<file path="config.mk">
export PLATFORM = sky130hd
export DESIGN_NAME = alu_exec_unit_flat
export DESIGN_NICKNAME = d
export VERILOG_FILES = /design/src/rtl/alu_exec_unit_if.sv /design/src/rtl/alu_exec_unit.sv /design/src/flat_wrapper.sv
export SDC_FILE = /design/constraint.sdc
export NUM_CORES = 1
export LEC_CHECK = 0
export ABC_AREA = 1
export BUFFER_PORTS_ARGS = -buffer_cell sky130_fd_sc_hd__buf_2
export CAP_MARGIN = 40
export CORE_ASPECT_RATIO = 1.75
export CORE_UTILIZATION = 40
export DETAILED_ROUTE_END_ITERATION = 6
export GPL_ROUTABILITY_DRIVEN = 0
export PLACE_DENSITY = 0.57
export SYNTH_ARGS = -nofsm -noshare
export SYNTH_HDL_FRONTEND = slang
export SYNTH_SLANG_ARGS = --single-unit
</file>
<file path="constraint.sdc">
create_clock -name clk -period 1.95 [get_ports clk]
set_input_delay 0.39 -clock clk [delete_from_list [all_inputs] [get_ports clk]]
set_output_delay 0.39 -clock clk [all_outputs]
set_load 0.1 [all_outputs]
</file>
<file path="src/rtl/alu_exec_unit_if.sv">
// Operand/result handshake bundle for alu_exec_unit: request side (in_*) and result side (out_*).
interface alu_exec_unit_if #(
  parameter int XLEN  = 32,
  parameter int TAG_W = 5
);
  logic             in_valid;
  logic             in_ready;
  logic [3:0]       in_alu_ctrl;
  logic [XLEN-1:0]  in_a;
  logic [XLEN-1:0]  in_b;
  logic [TAG_W-1:0] in_tag;
  logic             out_valid;
  logic             out_ready;
  logic [XLEN-1:0]  out_result;
  logic [TAG_W-1:0] out_tag;
  logic             out_err;

  modport master (
    output in_valid, in_alu_ctrl, in_a, in_b, in_tag, out_ready,
    input  in_ready, out_valid, out_result, out_tag, out_err
  );

  modport slave (
    input  in_valid, in_alu_ctrl, in_a, in_b, in_tag, out_ready,
    output in_ready, out_valid, out_result, out_tag, out_err
  );
endinterface

</file>
<file path="src/rtl/alu_exec_unit.sv">
// RV32I execute-stage ALU: valid/ready request in, valid/ready result out, 1 bit/cycle shifter.
// Define ALU_FAST_SHIFT_EN to replace the iterative shifter with a single-cycle barrel shifter.
module alu_exec_unit #(
  parameter int XLEN  = 32,
  parameter int TAG_W = 5
) (
  input  logic           clk,
  input  logic           rst_n,
  input  logic           flush,
  alu_exec_unit_if.slave bus
);
  localparam int SH_W = $clog2(XLEN);
  localparam logic [3:0] OP_ADD = 4'd0, OP_SUB = 4'd1, OP_SLL = 4'd2, OP_SLT = 4'd3,
                         OP_SLTU = 4'd4, OP_XOR = 4'd5, OP_SRL = 4'd6, OP_SRA = 4'd7,
                         OP_OR = 4'd8, OP_AND = 4'd9;

  logic             ready_en;
  logic             out_valid_q;
  logic [XLEN-1:0]  result_q;
  logic [TAG_W-1:0] tag_q;
  logic             err_q;
  logic [SH_W-1:0]  shamt;
  logic             is_shift;
  logic             in_ready;
  logic             accept;
  logic             fsm_idle;
  logic             load_direct;
  logic             shift_done;
  logic [XLEN-1:0]  shift_res;
  logic [TAG_W-1:0] shift_tag;
  logic [XLEN-1:0]  alu_res;
  logic             alu_err;

  assign shamt    = bus.in_b[SH_W-1:0];
  assign is_shift = (bus.in_alu_ctrl == OP_SLL) || (bus.in_alu_ctrl == OP_SRL) ||
                    (bus.in_alu_ctrl == OP_SRA);
  assign in_ready = ready_en & fsm_idle & (~out_valid_q | bus.out_ready) & ~flush;
  assign accept   = bus.in_valid & in_ready;

  assign bus.in_ready   = in_ready;
  assign bus.out_valid  = out_valid_q;
  assign bus.out_result = result_q;
  assign bus.out_tag    = tag_q;
  assign bus.out_err    = err_q;

  always_comb begin
    alu_res = '0;
    alu_err = 1'b0;
    case (bus.in_alu_ctrl)
      OP_ADD:  alu_res = bus.in_a + bus.in_b;
      OP_SUB:  alu_res = bus.in_a - bus.in_b;
      OP_SLT:  alu_res = {{(XLEN-1){1'b0}}, $signed(bus.in_a) < $signed(bus.in_b)};
      OP_SLTU: alu_res = {{(XLEN-1){1'b0}}, bus.in_a < bus.in_b};
      OP_XOR:  alu_res = bus.in_a ^ bus.in_b;
      OP_OR:   alu_res = bus.in_a | bus.in_b;
      OP_AND:  alu_res = bus.in_a & bus.in_b;
`ifdef ALU_FAST_SHIFT_EN
      OP_SLL:  alu_res = bus.in_a << shamt;
      OP_SRL:  alu_res = bus.in_a >> shamt;
      OP_SRA:  alu_res = XLEN'($signed(bus.in_a) >>> shamt);
`else
      // only zero shift amounts complete here; the rest go through SHIFT
      OP_SLL, OP_SRL, OP_SRA: alu_res = bus.in_a;
`endif
      default: alu_err = 1'b1;
    endcase
  end

`ifdef ALU_FAST_SHIFT_EN
  assign fsm_idle    = 1'b1;
  assign load_direct = accept;
  assign shift_done  = 1'b0;
  assign shift_res   = '0;
  assign shift_tag   = '0;
`else
  // state | meaning
  // IDLE  | accepting requests; non-shifts and zero-amount shifts finish in one cycle
  // SHIFT | work_q shifts one bit per cycle; cnt_q holds the bits still to go
  typedef enum logic {IDLE, SHIFT} state_t;

  state_t           state_q, state_d;
  logic [SH_W-1:0]  cnt_q, cnt_d;
  logic [XLEN-1:0]  work_q, work_d;
  logic [1:0]       kind_q;
  logic [TAG_W-1:0] sh_tag_q;
  logic             shift_start;

  assign shift_start = accept & is_shift & (shamt != '0);
  assign load_direct = accept & ~shift_start;
  assign fsm_idle    = (state_q == IDLE);
  assign shift_tag   = sh_tag_q;

  always_comb begin
    case (kind_q)
      2'd0:    shift_res = {work_q[XLEN-2:0], 1'b0};
      2'd1:    shift_res = {1'b0, work_q[XLEN-1:1]};
      default: shift_res = {work_q[XLEN-1], work_q[XLEN-1:1]};
    endcase
  end

  always_comb begin
    state_d    = state_q;
    cnt_d      = cnt_q;
    work_d     = work_q;
    shift_done = 1'b0;
    case (state_q)
      IDLE: begin
        if (shift_start) begin
          state_d = SHIFT;
          cnt_d   = shamt;
          work_d  = bus.in_a;
        end
      end
      SHIFT: begin
        work_d = shift_res;
        cnt_d  = cnt_q - SH_W'(1);
        if (cnt_q == SH_W'(1)) begin
          shift_done = 1'b1;
          state_d    = IDLE;
        end
      end
      default: state_d = IDLE;
    endcase
    if (flush) begin
      state_d    = IDLE;
      cnt_d      = '0;
      work_d     = work_q;
      shift_done = 1'b0;
    end
  end

  always_ff @(posedge clk or negedge rst_n) begin
    if (!rst_n) begin
      state_q  <= IDLE;
      cnt_q    <= '0;
      work_q   <= '0;
      kind_q   <= 2'd0;
      sh_tag_q <= '0;
    end else begin
      state_q <= state_d;
      cnt_q   <= cnt_d;
      work_q  <= work_d;
      if (shift_start) begin
        kind_q   <= (bus.in_alu_ctrl == OP_SLL) ? 2'd0 :
                    (bus.in_alu_ctrl == OP_SRL) ? 2'd1 : 2'd2;
        sh_tag_q <= bus.in_tag;
      end
    end
  end
`endif

  always_ff @(posedge clk or negedge rst_n) begin
    if (!rst_n) begin
      ready_en    <= 1'b0;
      out_valid_q <= 1'b0;
      result_q    <= '0;
      tag_q       <= '0;
      err_q       <= 1'b0;
    end else begin
      ready_en <= 1'b1;
      if (flush) begin
        out_valid_q <= 1'b0;
      end else if (load_direct) begin
        out_valid_q <= 1'b1;
        result_q    <= alu_res;
        tag_q       <= bus.in_tag;
        err_q       <= alu_err;
      end else if (shift_done) begin
        out_valid_q <= 1'b1;
        result_q    <= shift_res;
        tag_q       <= shift_tag;
        err_q       <= 1'b0;
      end else if (bus.out_ready) begin
        out_valid_q <= 1'b0;
      end
    end
  end
endmodule

</file>
<file path="src/flat_wrapper.sv">
// flat-port wrapper written by rule: the top's interface ports become plain ports
module alu_exec_unit_flat 
#(
  parameter int XLEN  = 32,
  parameter int TAG_W = 5
)
  (clk, rst_n, flush, bus_in_valid, bus_in_alu_ctrl, bus_in_a, bus_in_b, bus_in_tag, bus_out_ready, bus_in_ready, bus_out_valid, bus_out_result, bus_out_tag, bus_out_err);
  alu_exec_unit_if #(.XLEN(XLEN), .TAG_W(TAG_W)) bus_i ();
  input  logic clk;
  input  logic rst_n;
  input  logic flush;
  input wire logic [$bits(bus_i.in_valid)-1:0] bus_in_valid;
  input wire logic [$bits(bus_i.in_alu_ctrl)-1:0] bus_in_alu_ctrl;
  input wire logic [$bits(bus_i.in_a)-1:0] bus_in_a;
  input wire logic [$bits(bus_i.in_b)-1:0] bus_in_b;
  input wire logic [$bits(bus_i.in_tag)-1:0] bus_in_tag;
  input wire logic [$bits(bus_i.out_ready)-1:0] bus_out_ready;
  output wire logic [$bits(bus_i.in_ready)-1:0] bus_in_ready;
  output wire logic [$bits(bus_i.out_valid)-1:0] bus_out_valid;
  output wire logic [$bits(bus_i.out_result)-1:0] bus_out_result;
  output wire logic [$bits(bus_i.out_tag)-1:0] bus_out_tag;
  output wire logic [$bits(bus_i.out_err)-1:0] bus_out_err;
  assign bus_i.in_valid = bus_in_valid;
  assign bus_i.in_alu_ctrl = bus_in_alu_ctrl;
  assign bus_i.in_a = bus_in_a;
  assign bus_i.in_b = bus_in_b;
  assign bus_i.in_tag = bus_in_tag;
  assign bus_i.out_ready = bus_out_ready;
  assign bus_in_ready = bus_i.in_ready;
  assign bus_out_valid = bus_i.out_valid;
  assign bus_out_result = bus_i.out_result;
  assign bus_out_tag = bus_i.out_tag;
  assign bus_out_err = bus_i.out_err;
  alu_exec_unit #(.XLEN(XLEN), .TAG_W(TAG_W)) u_core (.clk(clk), .rst_n(rst_n), .flush(flush), .bus(bus_i));
endmodule
</file>
==> flow_summary_export.csv, run 1 <==
group,metric,value,unit
worst_setup_path,cp-start-kind,"primary input",
die,dieHeight,221,um
routing,dr.pass1.iters,5,
timing,max_slew_margin,59.2,%
clock_network,cts_buffers,9,
pwr,p_switching,4.98,mW
synth,syn_nets,2021,
timing,tns,0,ns
worst_setup_path,worst_r2r_endpoint,"u_core.bus.out_result[29]$_DFFE_PN0P_",
final_layout,n_antenna_cell,0,
worst_setup_path,endpoint_kind,"register",
final_layout,area_growth,49.9,%
routing,ant_nets,0,
clock_network,clock_sinks,85,
synth,ys_ff_latch,85,
synth,async_flop_share,100,%
synth,synthFlopType,"dfrtp_1",
worst_setup_path,reg2regPathDepth,8,
clock_network,clk_pin_slew,0.06,ns
hold_path,hp-class,"primary input to register",
synth,ys_warn_count,0,
final_layout,fin_cells,2621,
clock_network,ctsLongestPathBuffers,2,
worst_setup_path,r2r_start,"u_core.cnt_q[1]$_DFFE_PN0P_",
routing,vias,13828,
global_routing,grtUsageTotal,31.7,%
placement,place_ws,-0.652,ns
placement,place_area,14400,sq um
pwr,comb_power_share,57.5,%
pwr,switching_share,48.8,%
clock_network,clockRootBuffer,"clkbuf_16",
timing,min_period,1.91,ns
die,die_area,28100,sq um
job,timing.max_cap.violations,0,
final_layout,drive_above_1_share,38.4,%
die,core_region_area,26800,sq um
global_routing,antenna_found_initial,0,
hold_path,holdPathEnd,"u_core.sh_tag_q[0]$_DFFE_PN0P_",
timing,setup_viol,0,
die,ioPinCount,118,
final_layout,final.fill_count,2588,
synth,synth_edf_count,0,
timing,final.setup.worst_slack,0.0357,ns
hold_path,hp-start,"bus_in_tag[0]",
placement,portBuffers,117,
synth,ys_types,51,
worst_setup_path,cp.arrival,2.20,ns
placement,place_inst,2588,
worst_setup_path,cp_cell_sequence,"buf_2 > inv_2 > ha_4 > buf_4 > nand2_2 > inv_1 > a21oi_2 > nand2_4 > nand2_2 > nand2_4 > xor2_1 > o211ai_1 > nand2_1 > a21oi_1",
global_routing,grt_pass1_wl,69.1,mm
timing,hold_viol_final,0,
routing,post_drt_wl_per_cell,17.3,um
final_layout,seqCellArea,2130,sq um
routing,drc,0,
worst_setup_path,critical-path-slowest-cell,"ha_4",
worst_setup_path,worstSetupPathType,"primary input to register",
synth,synthesis.area,10900,sq um
worst_setup_path,required,2.23,ns
routing,drt-total-wl,45.4,mm
final_layout,postLayoutCellArea,16400,sq um
pwr,p_total,10.2,mW
routing,drt_iter0_markers,1081,
timing,drv_slew,0,
timing,rsz0062_at_grt,"true",
pwr,vdd_drop_max,653,uV
worst_setup_path,critPathMaxFanout,5,
final_layout,multi_input_area,8550,sq um
clock_network,clk_latency,0.36,ns
clock_network,cts_htree_levels,3,
global_routing,first_global_vias,13699,
worst_setup_path,cpPeakStageDelay,0.23,ns
run_status,status,"finished clean",
pwr,p_int,5.23,mW
timing,worstMarginPinSlew,0.612,ns
synth,synthTopCellsByArea,"dfrtp_1, nand2_1, ha_1",
timing,fin_skew,0.00871,ns
final_layout,final_common_cell,"nand2_1",
pwr,powerDensity,622,nW/um^2
worst_setup_path,reg2reg_slack,0.09,ns
timing,fmaxAchievable,522,MHz
pwr,p_clk_share,18.4,%
final_layout,layout_common_cells,"nand2_1, buf_4, inv_1, nor2_1, buf_2",
synth,syn_inst,1836,
final_layout,nets,2437,
die,initial_core_util,40.9,%
synth,synth_top_area_cell,"dfrtp_1",
pwr,seqPwrFrac,24.1,%
global_routing,grt_start_max_net_pins,68,
global_routing,grt_overflow_total,0,
synth,yosysSeqAreaShare,19.4,%
pwr,leakagePower,8.62,nW
routing,via_per_inst,5.28,
hold_path,hold_depth,3,
clock_network,cts_tree,"done",
synth,avgSynthCellArea,5.96,sq um
timing,period_share,98.2,%
die,die_x,127,um
synth,synth.top_cell.area_share,19.4,%
die,rows,79,
placement,dp_hpwl,36.2,mm
==> registers in the layout (all words and copies together), names as in the netlist <==
register,cells
u_core.bus.out_result,32
u_core.bus.out_err,1
u_core.work_q,32
u_core.ready_en,1
u_core.cnt_q,5
u_core.state_q,1
u_core.bus.out_valid,1
u_core.sh_tag_q,5
u_core.kind_q,2
u_core.bus.out_tag,5
==> how the worst max path moves through the flow <==
| stage | endpoint | slack [ns] | from | depth (start not counted) |
|---|---|---|---|---|
| 6_report | u_core.bus.out_result[14]$_DFFE_PN0P_ | 0.04 | bus_in_b[4] | 14 |
| 2_1_floorplan | u_core.bus.out_result[27]$_DFFE_PN0P_ | 0.002 | bus_in_b[20] | 15 |
| 3_3_place_gp | u_core.bus.out_result[24]$_DFFE_PN0P_ | -0.65 | bus_in_b[22] | 15 |
| 4_1_cts | u_core.bus.out_result[24]$_DFFE_PN0P_ | -0.0005 | bus_in_b[11] | 14 |
| 3_5_place_dp | u_core.bus.out_result[24]$_DFFE_PN0P_ | -0.65 | bus_in_b[22] | 15 |
| 5_1_grt | u_core.bus.out_result[14]$_DFFE_PN0P_ | -0.03 | bus_in_a[13] | 14 |
==> per-layer routing <==
layer  up-vias  track usage (%)  share of wire [%]
met4         0             21.0                7.2
met5         -                0                  0
met3       179             2.49                4.5
met1      6469             35.9                 38
li1       6657                -                  -
met2       523             56.2                 50
==> layout make-up <==
class | count | share of cell area (%)
inverters | 348 | 8.02
flip-flops and latches | 85 | 13.0
well taps | 364 | 2.78
clock buffers | 11 | 1.42
repair buffers | 477 | 22.2
multi-input cells | 1331 | 52.1
clock inverters | 5 | 0.458
==> timing repair <==
action,CTS,global route
setup endpoints to repair,26,51
pin swaps,8,101
gates cloned,0,2
hold buffers,1,0
buffers inserted,1,13
gates resized for setup,100,328
endpoints found under the hold margin,27,0
==> stage by stage <==
step                hold slack (ns)  util [%]
finish                        0.260      61.2
global route                  0.289      61.2
CTS                           0.252      56.6
detailed placement            0.360      53.9
global placement              0.362      53.9
floorplan                    0.0944         -
==> worst max-delay path: cells and delay by family <==
| kind | cells | cell delay [ns] |
|---|---|---|
| AO/OA/AOI/OAI | 3 | 0.55 |
| AND/OR/NAND/NOR | 5 | 0.45 |
| XOR/XNOR | 1 | 0.14 |
| buffers and inverters | 4 | 0.42 |
| adder cells (fa/ha/maj) | 1 | 0.23 |
==> logic make-up after synthesis <==
| group | count (synthesis) | share of synthesized area [%] |
|---|---|---|
| xor gates and xnor gates | 8 | 0.640 |
| AOI/OAI and AO/OA | 348 | 19.6 |
| buffers and inverters | 420 | 15.5 |
| DFF | 85 | 19.4 |
| adders and majority gates | 107 | 12.4 |
| other | 1 | 0.0343 |
| and+or+nand+nor | 867 | 32.5 |
==> power by group through the flow <==
stage          Clock, mW  Combinational [mW]  Sequential [mW]
2_1_floorplan          0                2.10             3.69
3_3_place_gp           0                5.17             2.47
3_5_place_dp           0                5.21             2.48
4_1_cts             1.90                5.36             2.45
5_1_grt             1.96                6.26             2.50
6_report            1.88                5.86             2.46
==> synthesized netlist by cell type, drive strengths merged, types with 2 or more instances <==
library cell and number:
clkbuf 19, ha 105, nand2 544, and3 3
o21ai 144, a22o 2, a211oi 2, a21oi 89
o31ai 3, inv 346, fa 2, buf 53
nor2 160, nand4 7, clkinv 2, a31oi 3
o21bai 8, o22ai 39, xor2 7, o211ai 33
dfrtp 85, nor3 13, a221oi 17, nand3 135
nor4 2, o221ai 3
Power figures use the tool's default switching activity.
==> inputs of run 2 (changes only) <==
clock period = 2.05 ns   (was 1.95 ns; I/O delays follow)
==> flow_summary_export.csv, run 2 (synthesized netlist as in run 1, its figures left out) <==
group,metric,value,unit
routing,vias,13596,
worst_setup_path,cp_cell_sequence,"buf_2 > inv_1 > ha_4 > buf_4 > nor2_1 > inv_1 > nor2_2 > inv_1 > nor2_4 > nand3_1 > nand3_1 > nand2_1 > nand3_1 > nand3_2 > nand2_1 > a21oi_2",
routing,drt_iter0_markers,1109,
worst_setup_path,required,2.30,ns
final_layout,n_antenna_cell,0,
placement,place_area,14400,sq um
routing,drt-total-wl,44.5,mm
final_layout,nets,2427,
clock_network,clk_pin_slew,0.07,ns
timing,period_share,96.3,%
worst_setup_path,cp-start-kind,"primary input",
clock_network,clockRootBuffer,"clkbuf_16",
routing,ant_nets,0,
final_layout,fin_util,58.2,%
die,die_area,28100,sq um
global_routing,grt_overflow_total,0,
final_layout,fin_cells,2611,
worst_setup_path,reg2regPathDepth,7,
clock_network,cts_tree,"done",
die,dieHeight,221,um
timing,fin_skew,0.00576,ns
timing,min_period,1.97,ns
clock_network,cts_htree_levels,3,
worst_setup_path,critical-path-slowest-cell,"ha_4",
timing,rsz0062_at_grt,"true",
routing,post_drt_wl_per_cell,17.1,um
die,die_x,127,um
die,ioPinCount,118,
global_routing,grt_pass1_wl,69.8,mm
placement,portBuffers,117,
global_routing,first_global_vias,13595,
worst_setup_path,critPathMaxFanout,5,
timing,worstMarginPinSlew,0.766,ns
timing,fmaxAchievable,506,MHz
die,core_region_area,26800,sq um
placement,place_inst,2591,
routing,dr.pass1.iters,6,
clock_network,ctsLongestPathBuffers,2,
worst_setup_path,cpPeakStageDelay,0.24,ns
global_routing,antenna_found_initial,0,
die,initial_core_util,40.9,%
final_layout,layout_common_cells,"nand2_1, buf_4, inv_1, nor2_1, nand3_1",
worst_setup_path,path_delay_family,"simple AND/OR/NAND/NOR gates",
pwr,powerDensity,602,nW/um^2
worst_setup_path,crit_path_start,"bus_in_a[16]",
placement,dp_hpwl,36.7,mm
routing,drc,0,
hold_path,hp-start,"bus_in_tag[2]",
worst_setup_path,path_depth,16,
timing,whs,0.271,ns
worst_setup_path,crit_buf_inv,5,
worst_setup_path,endpoint,"u_core.bus.out_result[24]$_DFFE_PN0P_",
timing,setup_viol,0,
final_layout,final_common_cell,"nand2_1",
timing,hold_viol_final,0,
clock_network,cts_buffers,9,
worst_setup_path,endpoint_kind,"register",
run_status,status,"finished clean",
worst_setup_path,worstSetupPathType,"primary input to register",
hold_path,hp-class,"primary input to register",
worst_setup_path,cp.arrival,2.22,ns
timing,max_slew_margin,48.9,%
worst_setup_path,reg2reg_slack,0.19,ns
timing,drv_slew,0,
job,timing.max_cap.violations,0,
pwr,leakagePower,8.41,nW
final_layout,drive_above_1_share,31.5,%
clock_network,clk_latency,0.36,ns
global_routing,grt_start_max_net_pins,65,
final_layout,area_growth,42.3,%
global_routing,grtUsageTotal,32.1,%
worst_setup_path,r2r_start,"u_core.cnt_q[2]$_DFFE_PN0P_",
clock_network,clock_sinks,85,
worst_setup_path,worst_r2r_endpoint,"u_core.bus.out_result[29]$_DFFE_PN0P_",
die,rows,79,
final_layout,postLayoutCellArea,15600,sq um
timing,tns,0,ns
pwr,vdd_drop_max,503,uV
routing,via_per_inst,5.21,
-- run 2: changes by cell type in the layout (fill, tap and decap cells not counted), sizes merged --
| cell | delta |
|---|---|
| buf | -8 |
| bufinv | -1 |
| clkbuf | -4 |
| clkinv | -3 |
| clkinvlp | +3 |
| inv | +3 |
-- run 2: stage by stage --
step                power, mW  worst slack [ns]
global placement         7.25            -0.525
global route             9.92           -0.0387
CTS                      9.10          0.000987
detailed placement       7.31            -0.561
finish                   9.39            0.0756
floorplan                5.51            0.0350
-- run 2: worst min-delay path: cells and delay by family --
kind | cells | cell delay, ns
buffers and inverters | 1 | 0.08
AND/OR/NAND/NOR | 1 | 0.04
AO/OA/AOI/OAI | 1 | 0.06
-- run 2: layout make-up --
class,instances,area (sq um)
clock buffer,9,225
clock inverter,7,81.3
fill,2664,11200
inverter,348,1310
multi-input combinational,1331,7970
sequential,85,2130
tap,364,455
timing repair buffer,467,3410
-- run 2: timing repair --
| item | in CTS | in global routing |
|---|---|---|
| endpoints found under the hold margin | 23 | 0 |
| setup endpoints to repair | 15 | 29 |
| pin swaps | 0 | 25 |
| gates cloned | 0 | 0 |
| hold buffers | 1 | 0 |
| resized for setup | 21 | 198 |
| setup buffers | 0 | 3 |
-- run 2: worst min-delay path by stage --
stage | depth (start not counted) | end | slack, ns
2_1_floorplan | 0 | u_core.bus.out_err$_DFFE_PN0P_ | 0.11
3_3_place_gp | 1 | u_core.bus.out_result[5]$_DFFE_PN0P_ | 0.37
3_5_place_dp | 1 | u_core.bus.out_result[4]$_DFFE_PN0P_ | 0.37
4_1_cts | 3 | u_core.sh_tag_q[2]$_DFFE_PN0P_ | 0.27
5_1_grt | 3 | u_core.sh_tag_q[2]$_DFFE_PN0P_ | 0.28
6_report | 3 | u_core.sh_tag_q[2]$_DFFE_PN0P_ | 0.27
-- run 2: where the power goes --
group | total (mW) | switching, mW | internal, mW
sequential | 2.34 | 0.263 | 2.08
clock | 1.75 | 0.787 | 0.962
combinational | 5.30 | 3.60 | 1.70
-- run 2: layer usage --
metal  vias to the layer above  global-route usage, %  share of wire (%)
met2                       517                   56.6                 50
met5                         -                      0                  0
met3                       158                   2.97                5.2
met4                         0                   19.7                6.4
met1                      6289                   37.1                 39
li1                       6632                      -                  -
==> inputs of run 3 (changes only) <==
PLACE_DENSITY = 0.69   (was 0.57)
==> flow_summary_export.csv, run 3 (synthesized netlist as in run 1, its figures left out) <==
group,metric,value,unit
placement,place_ws,-1.03,ns
routing,drc,17,
run_status,status,"finished, violations left",
clock_network,cts_buffers,9,
final_layout,fin_cells,2582,
timing,setup_viol,0,
worst_setup_path,cp.arrival,2.30,ns
pwr,vdd_drop_max,520,uV
global_routing,first_global_vias,13559,
timing,max_slew_margin,59.6,%
final_layout,final.fill_count,2507,
worst_setup_path,critPathMaxFanout,4,
timing,fmaxAchievable,496,MHz
die,core_region_area,26800,sq um
timing,min_period,2.01,ns
die,rows,79,
final_layout,seqCellArea,2130,sq um
clock_network,clock_sinks,85,
pwr,p_total,9.53,mW
timing,final.setup.worst_slack,0.0357,ns
global_routing,antenna_found_initial,0,
clock_network,cts_htree_levels,3,
timing,period_share,98.3,%
routing,drt-total-wl,44.3,mm
hold_path,hp-class,"primary input to asynchronous set/reset pin",
final_layout,nets,2398,
die,initial_core_util,40.9,%
die,ioPinCount,118,
die,dieHeight,221,um
timing,hold_viol_final,0,
worst_setup_path,endpoint_kind,"register",
global_routing,grt_overflow_total,0,
placement,dp_hpwl,35.1,mm
routing,ant_nets,0,
final_layout,area_growth,40.8,%
worst_setup_path,critical-path-slowest-cell,"fa_2",
global_routing,grt_start_max_net_pins,43,
final_layout,n_antenna_cell,0,
global_routing,grtUsageTotal,31.3,%
worst_setup_path,cpPeakStageDelay,0.41,ns
final_layout,final_common_cell,"nand2_1",
job,timing.max_cap.violations,0,
clock_network,clockRootBuffer,"clkbuf_16",
run_status,violations,"DRC",
final_layout,drive_above_1_share,30.8,%
routing,via_per_inst,5.37,
routing,dr.pass1.iters,7,
final_layout,postLayoutCellArea,15400,sq um
pwr,powerDensity,618,nW/um^2
routing,vias,13861,
clock_network,ctsLongestPathBuffers,2,
placement,place_inst,2556,
placement,place_area,14100,sq um
pwr,leakagePower,8.33,nW
worst_setup_path,cp_cell_sequence,"buf_2 > inv_2 > ha_4 > inv_2 > fa_2 > nand2_2 > nand2_1 > nand3_2 > nand2_4 > o21ai_1 > buf_4 > inv_1 > o211ai_1 > nand2_1 > a21oi_2",
global_routing,grt_pass1_wl,68.5,mm
timing,drv_slew,0,
clock_network,clk_pin_slew,0.06,ns
clock_network,clk_latency,0.37,ns
timing,worstMarginPinSlew,0.605,ns
routing,drt_iter0_markers,1179,
worst_setup_path,worstSetupPathType,"primary input to register",
final_layout,multi_input_area,8000,sq um
worst_setup_path,required,2.34,ns
timing,rsz0062_at_grt,"true",
final_layout,layout_common_cells,"nand2_1, inv_1, buf_4, nor2_1, buf_2",
die,die_x,127,um
worst_setup_path,cp-start-kind,"primary input",
timing,fin_skew,0.0109,ns
routing,post_drt_wl_per_cell,17.1,um
die,die_area,28100,sq um
placement,portBuffers,117,
clock_network,cts_tree,"done",
[run 3: cell types whose count changed in the layout (fill, tap and decap cells not counted), moves of 4 or more]
| cell | change |
|---|---|
| o21ai_1 | -8 |
| buf_4 | -29 |
| a21oi_2 | +5 |
| nand3_2 | +6 |
| nor2_2 | -7 |
| a21oi_1 | -6 |
| nand3_1 | -5 |
| nor2_1 | +11 |
| nor2_4 | -4 |
| o21ai_0 | +8 |
[run 3: critical path, delay by kind of cell]
kind	cells	cell delay, ns
fa+ha+maj	2	0.54
compound gates	3	0.49
buf+inv	5	0.46
simple gates	5	0.40
[run 3: report_power, final]
group          internal (mW)  switching (mW)  total [mW]
Clock                   1.19           0.743        1.94
Sequential              2.08           0.270        2.35
Combinational           1.66            3.58        5.24
[run 3: path summary, 6_finish.rpt]
path / depth (start not counted) / start / slack, ns / endpoint
max: 15 / bus_in_a[0] / 0.04 / u_core.bus.out_result[6]$_DFFE_PN0P_
min: 1 / rst_n / 0.01 / u_core.work_q[8]$_DFFE_PN0P_
max reg2reg: 9 / u_core.state_q$_DFF_PN0_ / 0.16 / u_core.bus.out_result[25]$_DFFE_PN0P_
min reg2reg: 2 / u_core.bus.out_tag[0]$_DFFE_PN0P_ / 0.48 / u_core.bus.out_tag[0]$_DFFE_PN0P_
max in group asynchronous: 2 / rst_n / 1.45 / u_core.work_q[29]$_DFFE_PN0P_
min in group clk: 3 / bus_in_tag[0] / 0.28 / u_core.sh_tag_q[0]$_DFFE_PN0P_
[run 3: layout make-up]
type / instances / area share (%)
timing repair buffer: 438 / 20.7
clock buffer: 10 / 1.49
multi-input combinational: 1331 / 51.9
clock inverter: 6 / 0.706
inverter: 348 / 8.50
sequential: 85 / 13.8
tap: 364 / 2.95
[run 3: what timing repair did]
item / 4_1_cts / 5_1_grt
hold buffers: 0 / 0
buffers inserted: 0 / 10
pin swaps: 3 / 26
endpoints found under the setup margin: 9 / 32
gates resized for setup: 36 / 179
[run 3: layer usage]
metal | vias to the layer above | part of all wire [%] | track usage [%]
met3 | 229 | 7.1 | 3.84
met1 | 6349 | 36 | 34.1
met2 | 709 | 48 | 53.4
met4 | 0 | 8.8 | 26.3
li1 | 6574 | - | -
met5 | - | 0 | 0
[run 3: stage by stage]
| stage | TNS [ns] | hold slack, ns | util (%) |
|---|---|---|---|
| 6_report | 0 | 0.00984 | 57.6 |
| 5_1_grt | -0.478 | 0.0426 | 57.6 |
| 4_1_cts | -0.000272 | 0.0135 | 54.7 |
| 3_5_place_dp | -10.67 | 0.395 | 52.8 |
| 3_3_place_gp | -9.50 | 0.404 | 52.8 |
| 2_1_floorplan | 0 | 0.114 | - |
